===== src/rtl/button_event_decoder_pkg.sv =====
// Shared button timing defaults and FSM state encoding for the button event decoder
// and the top-level UI timing logic.
package btn_pkg;

  typedef enum logic [1:0] {
    ST_IDLE    = 2'd0,
    ST_PRESSED = 2'd1,
    ST_LONG    = 2'd2,
    ST_UNUSED  = 2'd3
  } btn_state_t;

  localparam int unsigned LONG_CYCLES_DEF   = 25_000_000;
  localparam int unsigned REPEAT_CYCLES_DEF = 6_250_000;

  function automatic int unsigned max_u(input int unsigned a, input int unsigned b);
    return (a > b) ? a : b;
  endfunction

endpackage


===== src/rtl/button_event_decoder_hold_timer.sv =====
// Hold-duration counter: synchronous clear beats enable, optional saturation at all-ones,
// and a combinational terminal-count compare against a caller-supplied value.
module hold_timer #(
  parameter int unsigned CNT_W = 8
) (
  input  logic             i_Clk,
  input  logic             i_Rst_L,
  input  logic             i_Clear,
  input  logic             i_Enable,
  input  logic             i_Saturate,
  input  logic [CNT_W-1:0] i_Tc_Val,
  output logic             o_Tc
);

  logic [CNT_W-1:0] r_Count;

  always_ff @(posedge i_Clk) begin
    if (!i_Rst_L) begin
      r_Count <= '0;
    end else if (i_Clear) begin
      r_Count <= '0;
    end else if (i_Enable && !(i_Saturate && (r_Count == '1))) begin
      r_Count <= r_Count + CNT_W'(1);
    end
  end

  assign o_Tc = (r_Count == i_Tc_Val);

endmodule


===== src/rtl/button_event_decoder.sv =====
// Debounced switch level to one-cycle press/release/short/long/repeat pulses.
// Auto-repeat is built only when BTN_AUTOREPEAT_EN is defined; otherwise o_Repeat is 0.
module button_event_decoder
  import btn_pkg::*;
#(
  parameter int unsigned LONG_CYCLES   = LONG_CYCLES_DEF,
  parameter int unsigned REPEAT_CYCLES = REPEAT_CYCLES_DEF
) (
  input  logic i_Clk,
  input  logic i_Rst_L,
  input  logic i_Switch,
  output logic o_Press,
  output logic o_Release,
  output logic o_Short,
  output logic o_Long,
  output logic o_Repeat,
  output logic o_Held
);

  localparam int unsigned      CNT_W   = $clog2(max_u(LONG_CYCLES, REPEAT_CYCLES)) + 1;
  localparam logic [CNT_W-1:0] LONG_TC = CNT_W'(LONG_CYCLES - 1);

  btn_state_t r_State;
  btn_state_t w_Next;

  logic r_Prev;
  logic r_Press;
  logic r_Release;
  logic r_Short;
  logic r_Long;
  logic r_Held;

  logic w_Rise;
  logic w_Fall;
  logic w_Press;
  logic w_Release;
  logic w_Short;
  logic w_Long;
  logic w_Clear;
  logic w_Enable;
  logic w_Tc;
  logic [CNT_W-1:0] w_Tc_Val;

  assign w_Rise = i_Switch & ~r_Prev;
  assign w_Fall = ~i_Switch & r_Prev;

`ifdef BTN_AUTOREPEAT_EN
  localparam logic [CNT_W-1:0] REP_TC = CNT_W'(REPEAT_CYCLES - 1);
  logic r_Repeat;
  logic w_Repeat;
  assign w_Tc_Val = (r_State == ST_LONG) ? REP_TC : LONG_TC;
  assign o_Repeat = r_Repeat;
`else
  assign w_Tc_Val = LONG_TC;
  assign o_Repeat = 1'b0;
`endif

  hold_timer #(
    .CNT_W(CNT_W)
  ) u_hold_timer (
    .i_Clk      (i_Clk),
    .i_Rst_L    (i_Rst_L),
    .i_Clear    (w_Clear),
    .i_Enable   (w_Enable),
    .i_Saturate (1'b1),
    .i_Tc_Val   (w_Tc_Val),
    .o_Tc       (w_Tc)
  );

  // The timer is held clear throughout IDLE, so it is already zero on the cycle after a press.
  always_comb begin
    w_Next    = r_State;
    w_Press   = 1'b0;
    w_Release = 1'b0;
    w_Short   = 1'b0;
    w_Long    = 1'b0;
    w_Clear   = 1'b0;
    w_Enable  = 1'b0;
`ifdef BTN_AUTOREPEAT_EN
    w_Repeat  = 1'b0;
`endif
    case (r_State)
      ST_IDLE: begin
        w_Clear = 1'b1;
        if (w_Rise) begin
          w_Next  = ST_PRESSED;
          w_Press = 1'b1;
        end
      end
      ST_PRESSED: begin
        w_Enable = 1'b1;
        if (w_Fall) begin
          w_Next    = ST_IDLE;
          w_Release = 1'b1;
          w_Short   = 1'b1;
        end else if (w_Tc) begin
          w_Next  = ST_LONG;
          w_Long  = 1'b1;
          w_Clear = 1'b1;
        end
      end
      ST_LONG: begin
        w_Enable = 1'b1;
        if (w_Fall) begin
          w_Next    = ST_IDLE;
          w_Release = 1'b1;
        end
`ifdef BTN_AUTOREPEAT_EN
        else if (w_Tc) begin
          w_Repeat = 1'b1;
          w_Clear  = 1'b1;
        end
`endif
      end
      default: begin
        w_Next = ST_IDLE;
      end
    endcase
  end

  always_ff @(posedge i_Clk) begin
    if (!i_Rst_L) begin
      r_State   <= ST_IDLE;
      r_Prev    <= 1'b1;
      r_Press   <= 1'b0;
      r_Release <= 1'b0;
      r_Short   <= 1'b0;
      r_Long    <= 1'b0;
      r_Held    <= 1'b0;
`ifdef BTN_AUTOREPEAT_EN
      r_Repeat  <= 1'b0;
`endif
    end else begin
      r_State   <= w_Next;
      r_Prev    <= i_Switch;
      r_Press   <= w_Press;
      r_Release <= w_Release;
      r_Short   <= w_Short;
      r_Long    <= w_Long;
      r_Held    <= (w_Next == ST_PRESSED) || (w_Next == ST_LONG);
`ifdef BTN_AUTOREPEAT_EN
      r_Repeat  <= w_Repeat;
`endif
    end
  end

  assign o_Press   = r_Press;
  assign o_Release = r_Release;
  assign o_Short   = r_Short;
  assign o_Long    = r_Long;
  assign o_Held    = r_Held;

endmodule


===== config.mk =====
export PLATFORM = sky130hd
export DESIGN_NAME = button_event_decoder
export DESIGN_NICKNAME = d
export VERILOG_FILES = /design/src/rtl/button_event_decoder_pkg.sv /design/src/rtl/button_event_decoder_hold_timer.sv /design/src/rtl/button_event_decoder.sv
export SDC_FILE = /design/constraint.sdc
export NUM_CORES = 1
export LEC_CHECK = 0
export BUFFER_PORTS_ARGS = -buffer_cell sky130_fd_sc_hd__buf_2
export CAP_MARGIN = 15
export CORE_ASPECT_RATIO = 0.6
export CORE_MARGIN = 8
export CORE_UTILIZATION = 47
export CTS_BUF_LIST = sky130_fd_sc_hd__clkbuf_8
export CTS_CLUSTER_DIAMETER = 100
export DETAILED_ROUTE_END_ITERATION = 16
export GPL_ROUTABILITY_DRIVEN = 0
export SETUP_SLACK_MARGIN = 0.3
export SLEW_MARGIN = 20
export SYNTH_ARGS = -nofsm -noshare
export SYNTH_HDL_FRONTEND = slang
export SYNTH_SLANG_ARGS = --single-unit

===== constraint.sdc =====
create_clock -name i_Clk -period 2.6 [get_ports i_Clk]
set_input_delay 0 -clock i_Clk [delete_from_list [all_inputs] [get_ports i_Clk]]
set_output_delay 0 -clock i_Clk [all_outputs]
set_load 0.005 [all_outputs]

Word-level counts from Yosys, hierarchy flattened
Cells that the tools add are included.
{"block": "word_totals", "input_bits": 3, "output_inout_bits": 6, "ff_bits": 34}
{"block": "classes", "reduce_logical": 9, "mux": 11, "n_bitwise": 5, "addsub": 1, "n_eq_ne": 6}
{"op": "26-bit by 1-bit adder with 26-bit output, second input constant", "n": 1}
{"op": "26-bit by 25-bit == test with 1-bit output, second input constant", "n": 1}
{"op": "26-bit == test, second input constant", "n": 1}
{"op": "2-bit two-way mux", "n": 4}
{"op": "2-bit one-hot mux with 3 select lines", "n": 1}
{"op": "2-bit AND reduction", "n": 3}
{"op": "1-bit two-way mux", "n": 5}
{"op": "2-bit by 1-bit == test with 1-bit output, second input constant", "n": 2}
{"op": "2-bit == test, second input constant", "n": 2}
{"op": "2-bit OR reduction", "n": 2}
{"op": "1-bit inverter", "n": 3}
{"op": "1-bit bitwise AND", "n": 2}
{"op": "2-bit logical NOT", "n": 1}
{"op": "1-bit one-hot mux with 2 select lines", "n": 1}
{"op": "1-bit logical AND", "n": 1}
{"op": "1-bit logical NOT", "n": 1}
{"op": "1-bit logical OR", "n": 1}

Longest topological paths before layout
Gate-level depths: netlist of the first run.
{"block": "logic_depth", "word_depth": 6, "depth_mapped": 8, "depth_no_buf": 7}

Cells and area by module
Synthesis of the first run repeated with hierarchy kept, for this count alone.
{"block": "hier_totals", "hier_cells": 263, "hier_area_um2": 2124.5}
{"module": "hold_timer", "seq_area_each_um2": 520.5, "cells_per_inst": 224, "area_per_inst_um2": 1737.9, "n_inst": 1}
{"module": "button_event_decoder", "seq_area_each_um2": 160.2, "cells_per_inst": 39, "area_per_inst_um2": 386.6, "n_inst": 1}

Least setup slack after synthesis of the first run
OpenSTA, ideal clock, no wires.
{"block": "synth_timing", "kind": "register to register", "startpoint": "register r_State[0]", "endpoint": "register u_hold_timer.r_Count[25]", "period_less_slack_ps": 1926, "path_slack_ps": 674, "stages_incl_launch_ff": 9, "arrival_ps": 1855, "path_buffers": 1, "path_cell_list": "dfxtp_1 -> inv_1 -> ha_1 -> clkbuf_1 -> nand3_1 -> nor3_1 -> nand3_2 -> or3_1 -> a21oi_1"}
{"block": "synth_via", "elab_chain_len": 4}
{"element": "from (decl)", "line_no": "button_event_decoder.sv:23", "rtl": "btn_state_t r_State;"}
{"element": "from (signal assigned)", "line_no": "button_event_decoder.sv:134", "rtl": "r_State <= w_Next;"}
{"element": "2-bit == test or 2-bit by 1-bit == test with 1-bit output (tied branches)", "line_no": "button_event_decoder.sv:82", "rtl": "case (r_State)"}
{"element": "2-bit OR reduction (no line)"}
{"element": "1-bit two-way mux", "line_no": "button_event_decoder.sv:82"}
{"element": "1-bit logical AND", "line_no": "button_event_decoder_hold_timer.sv:22", "rtl": "end else if (i_Enable && !(i_Saturate && (r_Count == '1))) begin"}
{"element": "to (signal assigned)", "line_no": "button_event_decoder_hold_timer.sv:23", "rtl": "r_Count <= r_Count + CNT_W'(1);"}
{"element": "to (decl)", "line_no": "button_event_decoder_hold_timer.sv:15", "rtl": "logic [CNT_W-1:0] r_Count;"}
Parallel ways exist; a longest one is shown, timed or not.
A chain may end at the register's enable or synchronous reset.

Final worst setup path of the first run
{"block": "layout_timing", "startpoint": "register u_hold_timer.r_Count[6]", "endpoint": "register u_hold_timer.r_Count[24]"}
{"block": "layout_via", "elab_chain_len": 5}
{"element": "26-bit by 25-bit == test with 1-bit output", "line_no": "button_event_decoder_hold_timer.sv:27", "rtl": "assign o_Tc = (r_Count == i_Tc_Val);"}
{"element": "1-bit two-way mux", "line_no": "button_event_decoder.sv:96", "rtl": "end else if (w_Tc) begin"}
{"element": "1-bit two-way mux", "line_no": "button_event_decoder.sv:92", "rtl": "if (w_Fall) begin"}
{"element": "1-bit one-hot mux with 2 select lines", "line_no": "button_event_decoder.sv:82"}
{"element": "2-bit OR reduction (no line)"}
Parallel ways exist; a longest one is shown, timed or not.

==> metrics.cfg, run 1 <==
[clock_network]
clockBufferDepth = 2
cts_buffers = 5
clockRootBuffer = clkbuf_8
clock-sinks = 34
htreeDepth = 2
clk_latency_ns = 0.29
tritoncts = yes
clk_pin_slew_ns = 0.06

[route]
antenna_left = 0
vias_per_cell = 5.972
drc = 0
num_vias = 1696
drtPass1Iterations = 4
drt-initial-drc-count = 115
drt-total-wl_um = 4405
avgRoutedWirePerCell_um = 15.51

[yosys]
synth-edff-count = 0
yosysMostFrequentCell = dfxtp_1
synth_top_cell_by_area = dfxtp_1
synth_flop_cell = dfxtp_1
ys_seq_area_share_pct = 35.35
ys_async_sr_fraction_pct = 0
syn_avg_cell_area_um2 = 8.793
yosys_warnings = 0
netlist_instances = 219
synth_area_mm2 = 0.001926
yosys-top-cells-count = dfxtp_1 (34), nor2_1 (24), nand3_1 (15)
ys_types = 47
netlist.area_leader.share_pct = 35.35
ys_top_cells_by_area = dfxtp_1 (35%), nor2_1 (4.7%), xor2_1 (4.1%)
ys_seq_elements = 34
syn_nets = 227

[worst_setup_path]
critical_path_class = reg2reg
start_kind = flip-flop
crit_path_end_kind = flip-flop
crit_fanout = 26
rrSetupSlack_ns = 0.47
worst_ep_required_time_ns = 2.77
arrival_ns = 2.29

[global_route]
grt-ovfl-total = 0
grt_antenna_before_repair = 0
grt_use_total_pct = 14.28
grt_max_degree = 27
grt_pass1_vias = 1552
grt_pass1_wl_um = 7348

[sta]
drv_slew = 0
finalHoldViolations = 0
fmax_mhz = 470.2
tns_ns = 0
slew_headroom_pct = 62.89
fin_worst_skew_ns = 0.007725
finalSetupViolCount = 0
fin_crit_ns = 2.127
fin_crit_sh_pct = 81.79
rsz0062_at_grt = no
tightest_slew_ns = 0.5516

[power_and_ir_drop]
irDropWorstVdd_uv = 254.0
p_sw_mw = 0.2157
p_sw_share_pct = 22.33
p_leak_nw = 0.6928
clkPwrFrac_pct = 40.9
comb_power_share_pct = 4.6
power_frac_seq_pct = 54.5
intPower_mw = 0.7502
powerDensity_mw_per_mm2 = 451.0

[hold_path]
hold_class = in2reg

[layout]
layout-drive-gt1-share_pct = 16.67
nets = 241
area_growth_pct = 11.24
n_antenna_cell = 0
stdcell_area_mm2 = 0.002142

[floorplan]
fp.dieW_um = 98.64
fp.dieH_um = 65.58
initial_core_util_pct = 47.77
dieArea_mm2 = 0.006468
num_rows = 18
core_area_mm2 = 0.004031
pin_count = 9

[placement]
placed_area_mm2 = 0.001998
detailed_place_hpwl_um = 3302
port-buffer-count = 7

[status]
status = completed

[job]
drv_cap = 0

per-stage QoR:
step | std cells | util, % | total power [mW] | hold WS, ns | worst slack, ns
2_1_floorplan | 219 | - | 0.5681 | 0.07304 | 0.6736
3_3_place_gp | 272 | 49.57 | 0.5773 | 0.2223 | 0.3683
3_5_place_dp | 272 | 49.57 | 0.5789 | 0.2380 | 0.3266
4_1_cts | 282 | 52.33 | 0.9760 | 0.02716 | 0.3321
5_1_grt | 284 | 53.13 | 1.003 | 0.05194 | 0.3075
6_report | 284 | 53.13 | 0.9660 | 0.04769 | 0.4735
critical path: stages, from the launching register on:
cell,delay (ns)
dfxtp_1,0.36
nor4_1,0.54
nand4_1,0.17
or4_4,0.54
nand3_4,0.29
nor2_1,0.09
cell families (layout without fill, tap and decap cells):
logic type      Yosys count  count (layout)  synth area share [%]
mux                       2               2                 1.040
xor+xnor                 17              17                 7.733
flops                    34              34                 35.35
compound gates           36              36                 12.54
simple gates            111             111                 35.87
buf+inv                  13              28                 4.028
other cells               1               1                0.1947
fa+ha+maj                 5               5                 3.249
sequential cells by signal, summed over array words and instances, names as in the netlist:
signal / flops
r_State: 2
o_Press: 1
o_Short: 1
r_Prev: 1
o_Long: 1
u_hold_timer.r_Count: 26
o_Release: 1
o_Held: 1
final cells by class:
type	count	area, um2
well taps	50	62.56
fillers	354	1889
repair buffers	16	107.6
clock buffers	6	82.58
inverters	4	15.01
clock inverters	2	8.758
flip-flops and latches	34	680.7
multi-input cells	172	1185
power by group through the flow:
stage | logic (mW) | registers [mW] | clock network, mW
after global routing | 0.0489 | 0.527 | 0.428
final | 0.0443 | 0.526 | 0.395
after global placement | 0.0393 | 0.538 | 0
after detailed placement | 0.0408 | 0.538 | 0
after floorplan | 0.0302 | 0.538 | 0
after CTS | 0.0431 | 0.526 | 0.407
repair_timing:
action,CTS,global route
resized for setup,0,3
hold buffers,2,0
buffers inserted,0,2
hold endpoints to repair,1,0
setup endpoints to repair,0,26
path summary, 6_finish.rpt:
kind,from,cells after the start,endpoint
hold / removal,i_Rst_L,2,o_Press
hold reg to reg,u_hold_timer.r_Count[5],2,u_hold_timer.r_Count[5]
setup reg to reg,u_hold_timer.r_Count[6],5,u_hold_timer.r_Count[24]
setup / recovery,u_hold_timer.r_Count[6],5,u_hold_timer.r_Count[24]
cell usage in the layout, fill, tap and decap left out, types with 3 or more instances in the layout:
cell type,instances
dfxtp_1,34
nor2_1,24
nand3_1,15
nand4_1,12
a21oi_1,12
nand2_1,9
xor2_1,9
xnor2_1,8
o21ai_0,7
or3_1,7
nor3_1,7
buf_2,7
buf_4,7
clkbuf_8,6
inv_1,5
and2_1,5
nand2b_1,5
ha_1,5
and4_1,4
o2111ai_1,4
or4_4,3
per-layer routing:
metal / GRT usage, % / wire length (um) / up-vias
met3: 4.110 / 438 / 6
li1: - / - / 837
met1: 19.62 / 2109 / 788
met2: 20.15 / 1810 / 65
met4: 6.452 / 46 / 0
met5: 0 / 0 / -
No activity file was read; power rests on OpenSTA's default activity.
==> run 2: changes to the inputs <==
--- a/config.mk
+++ b/config.mk
@@ -5,6 +5,7 @@
 export SDC_FILE = /design/constraint.sdc
 export NUM_CORES = 1
 export LEC_CHECK = 0
+export ABC_AREA = 1
 export BUFFER_PORTS_ARGS = -buffer_cell sky130_fd_sc_hd__buf_2
 export CAP_MARGIN = 15
 export CORE_ASPECT_RATIO = 0.6
==> constraint.sdc (replaced) <==
create_clock -name i_Clk -period 2.17 [get_ports i_Clk]
set_input_delay 0 -clock i_Clk [delete_from_list [all_inputs] [get_ports i_Clk]]
set_output_delay 0 -clock i_Clk [all_outputs]
set_load 0.005 [all_outputs]
==> run 2 against run 1 <==
Non-clock buffer count fell by 3. Sequential power rose by 20%. Die area rose by 12%. Routed wire length rose by 29%. Clock power rose by 23%. Cell area rose by 17%. Sequential share of layout area fell by 4.1 points. Via count rose by 23%. Synthesized cell count rose by 55%.
==> metrics.cfg, run 2 <==
[floorplan]
dieArea_mm2 = 0.007260
initial_core_util_pct = 48.71
num_rows = 19
pin_count = 9
core_area_mm2 = 0.004564
fp.dieW_um = 104.8
fp.dieH_um = 69.28

[route]
vias_per_cell = 4.976
drc = 0
num_vias = 2085
drt-total-wl_um = 5693
drtPass1Iterations = 5
avgRoutedWirePerCell_um = 13.59
antenna_left = 0
drt-initial-drc-count = 150

[yosys]
ys_seq_elements = 34
syn_nets = 348
yosysMostFrequentCell = nand2_1
netlist_instances = 340
yosys_warnings = 0
ys_top_cells_by_area = dfxtp_1 (31%), nand2_1 (20%), nor2_1 (7.6%)
netlist.area_leader.share_pct = 30.61
syn_avg_cell_area_um2 = 6.539
synth_area_mm2 = 0.002223
ys_types = 28
synth_flop_cell = dfxtp_1
synth-edff-count = 0
yosys-top-cells-count = nand2_1 (120), nor2_1 (45), inv_1 (35)
synth_top_cell_by_area = dfxtp_1
ys_async_sr_fraction_pct = 0
ys_seq_area_share_pct = 30.61

[placement]
port-buffer-count = 7
placed_area_mm2 = 0.002285
detailed_place_hpwl_um = 4081

[layout]
regMostFlops = u_hold_timer.r_Count
area_growth_pct = 12.89
final_cell_mix = nand2_1 (118), nor2_1 (44), inv_1 (35)
n_fill_cell = 460
layout-drive-gt1-share_pct = 19.94
n_antenna_cell = 0
final_common_cell = nand2_1
stdcell_area_mm2 = 0.002510
largest_reg_flops = 26
nets = 363
reg_top3 = u_hold_timer.r_Count: 26 flops, r_State: 2 flops

[clock_network]
clk_pin_slew_ns = 0.07
clockBufferDepth = 2
clockRootBuffer = clkbuf_8
tritoncts = yes
clk_latency_ns = 0.29
post_cts_buffers = 0
cts_buffers = 5
htreeDepth = 2
clock-sinks = 34

[worst_setup_path]
reg2reg_to = u_hold_timer.r_Count[7]
rrSetupSlack_ns = 0.45
start_kind = flip-flop
crit_fanout = 6
arrival_ns = 1.89
crit_path_end_kind = flip-flop
worst_ep_required_time_ns = 2.34
worstReg2RegStart = u_hold_timer.r_Count[1]
critical_path_class = reg2reg
ff2ff_path_depth = 10

[sta]
tns_ns = 0
fin_crit_ns = 1.720
rsz0062_at_grt = no
finalSetupViolCount = 0
finalHoldViolations = 0
drv_slew = 0
fmax_mhz = 581.6
fin_crit_sh_pct = 79.24
fin_worst_skew_ns = 0.008366

[power_and_ir_drop]
power_frac_seq_pct = 52.9
powerDensity_mw_per_mm2 = 474.6
irDropWorstVdd_uv = 277.1
clkPwrFrac_pct = 40.9
p_leak_nw = 0.9183
p_sw_share_pct = 24.26
p_sw_mw = 0.2890
intPower_mw = 0.9022
comb_power_share_pct = 6.2

[global_route]
grt_antenna_before_repair = 0
grt_max_degree = 29
grt_pass1_wl_um = 9556
grt-ovfl-total = 0
grt_pass1_vias = 1874
grt_use_total_pct = 16.18

[hold_path]
hold_class = in2reg
hold_depth = 4
hold_end = o_Release
hold_path.startpoint = i_Switch

[status]
status = completed

[job]
drv_cap = 0

run 2: changes by cell type after synthesis, sizes merged, moves of 5 or more:
| cell | previous run | this run |
|---|---|---|
| a21oi | 12 | 29 |
| and2 | 5 | 0 |
| inv | 4 | 36 |
| nand2 | 9 | 126 |
| nand2b | 5 | 0 |
| nand4 | 13 | 4 |
| nor2 | 24 | 47 |
| or3 | 8 | 0 |
| or4 | 5 | 0 |
run 2: worst max path at each step:
stage | start | end | slack, ns | depth (start not counted)
after floorplan | u_hold_timer.r_Count[0] | u_hold_timer.r_Count[11] | 0.51 | 11
after global placement | u_hold_timer.r_Count[1] | u_hold_timer.r_Count[2] | 0.17 | 10
after detailed placement | u_hold_timer.r_Count[1] | u_hold_timer.r_Count[7] | 0.09 | 10
after CTS | u_hold_timer.r_Count[1] | u_hold_timer.r_Count[7] | 0.33 | 10
after global routing | u_hold_timer.r_Count[15] | u_hold_timer.r_Count[19] | 0.34 | 9
final | u_hold_timer.r_Count[1] | u_hold_timer.r_Count[7] | 0.45 | 10
run 2: critical path, cell delays in order, from the launching register on:
cell	delay (ns)
dfxtp_2	0.37
ha_4	0.18
nand3_4	0.12
inv_2	0.12
nand2_4	0.07
nor2_4	0.13
nand2_2	0.10
nand2_8	0.12
clkinvlp_4	0.19
o21ai_0	0.14
a21oi_2	0.08
run 2: power groups by stage:
stage / sequential [mW] / clock, mW / combinational, mW
2_1_floorplan: 0.645 / 0 / 0.0494
3_3_place_gp: 0.645 / 0 / 0.0567
3_5_place_dp: 0.645 / 0 / 0.0560
4_1_cts: 0.630 / 0.491 / 0.0692
5_1_grt: 0.631 / 0.533 / 0.0817
6_report: 0.630 / 0.487 / 0.0742
run 2: what timing repair did:
action | CTS | global route
gates resized for setup | 8 | 24
endpoints found under the hold margin | 1 | 0
hold buffers | 2 | 0
setup endpoints to repair | 25 | 27
pin swaps | 0 | 1
gates cloned | 3 | 0
run 2: area by class of cell:
type,instances,area [um2],share of cell area (%)
repair buffers,13,105.1,4.187
multi-input cells,262,1378,54.89
repair inverters,3,22.52,0.8973
flip-flops and latches,34,695.7,27.72
clock inverters,2,8.758,0.3490
well taps,63,78.83,3.141
inverters,36,138.9,5.533
clock buffers,6,82.58,3.290
run 2: cell families (layout without fill, tap and decap cells):
group | Yosys count | after routing | share of synthesized area [%]
fa+ha+maj | 5 | 5 | 2.814
compound gates | 37 | 37 | 11.37
flops | 34 | 34 | 30.61
other cells | 1 | 1 | 0.1687
buf+inv | 44 | 60 | 9.791
xor+xnor | 14 | 14 | 5.515
simple gates | 205 | 205 | 39.73
run 2: per-stage QoR:
step                total power, mW  setup WS (ns)  hold WS, ns  cells  utilization, %
floorplan                    0.6940         0.5135      0.08920    340               -
finish                        1.191         0.4505      0.03995    419           54.99
global placement             0.7014         0.1718       0.2576    406           50.05
global route                  1.246         0.3350      0.03662    419           54.99
CTS                           1.191         0.3259      0.02910    419           53.40
detailed placement           0.7006        0.09261       0.2558    406           50.05
run 2: layer usage:
metal | wire, um | global-route usage [%] | part of all wire [%]
met3 | 606 | 6.772 | 11
met1 | 3075 | 24.05 | 54
met5 | 0 | 0 | 0
met2 | 1971 | 20.35 | 35
met4 | 40 | 3.459 | 0.70
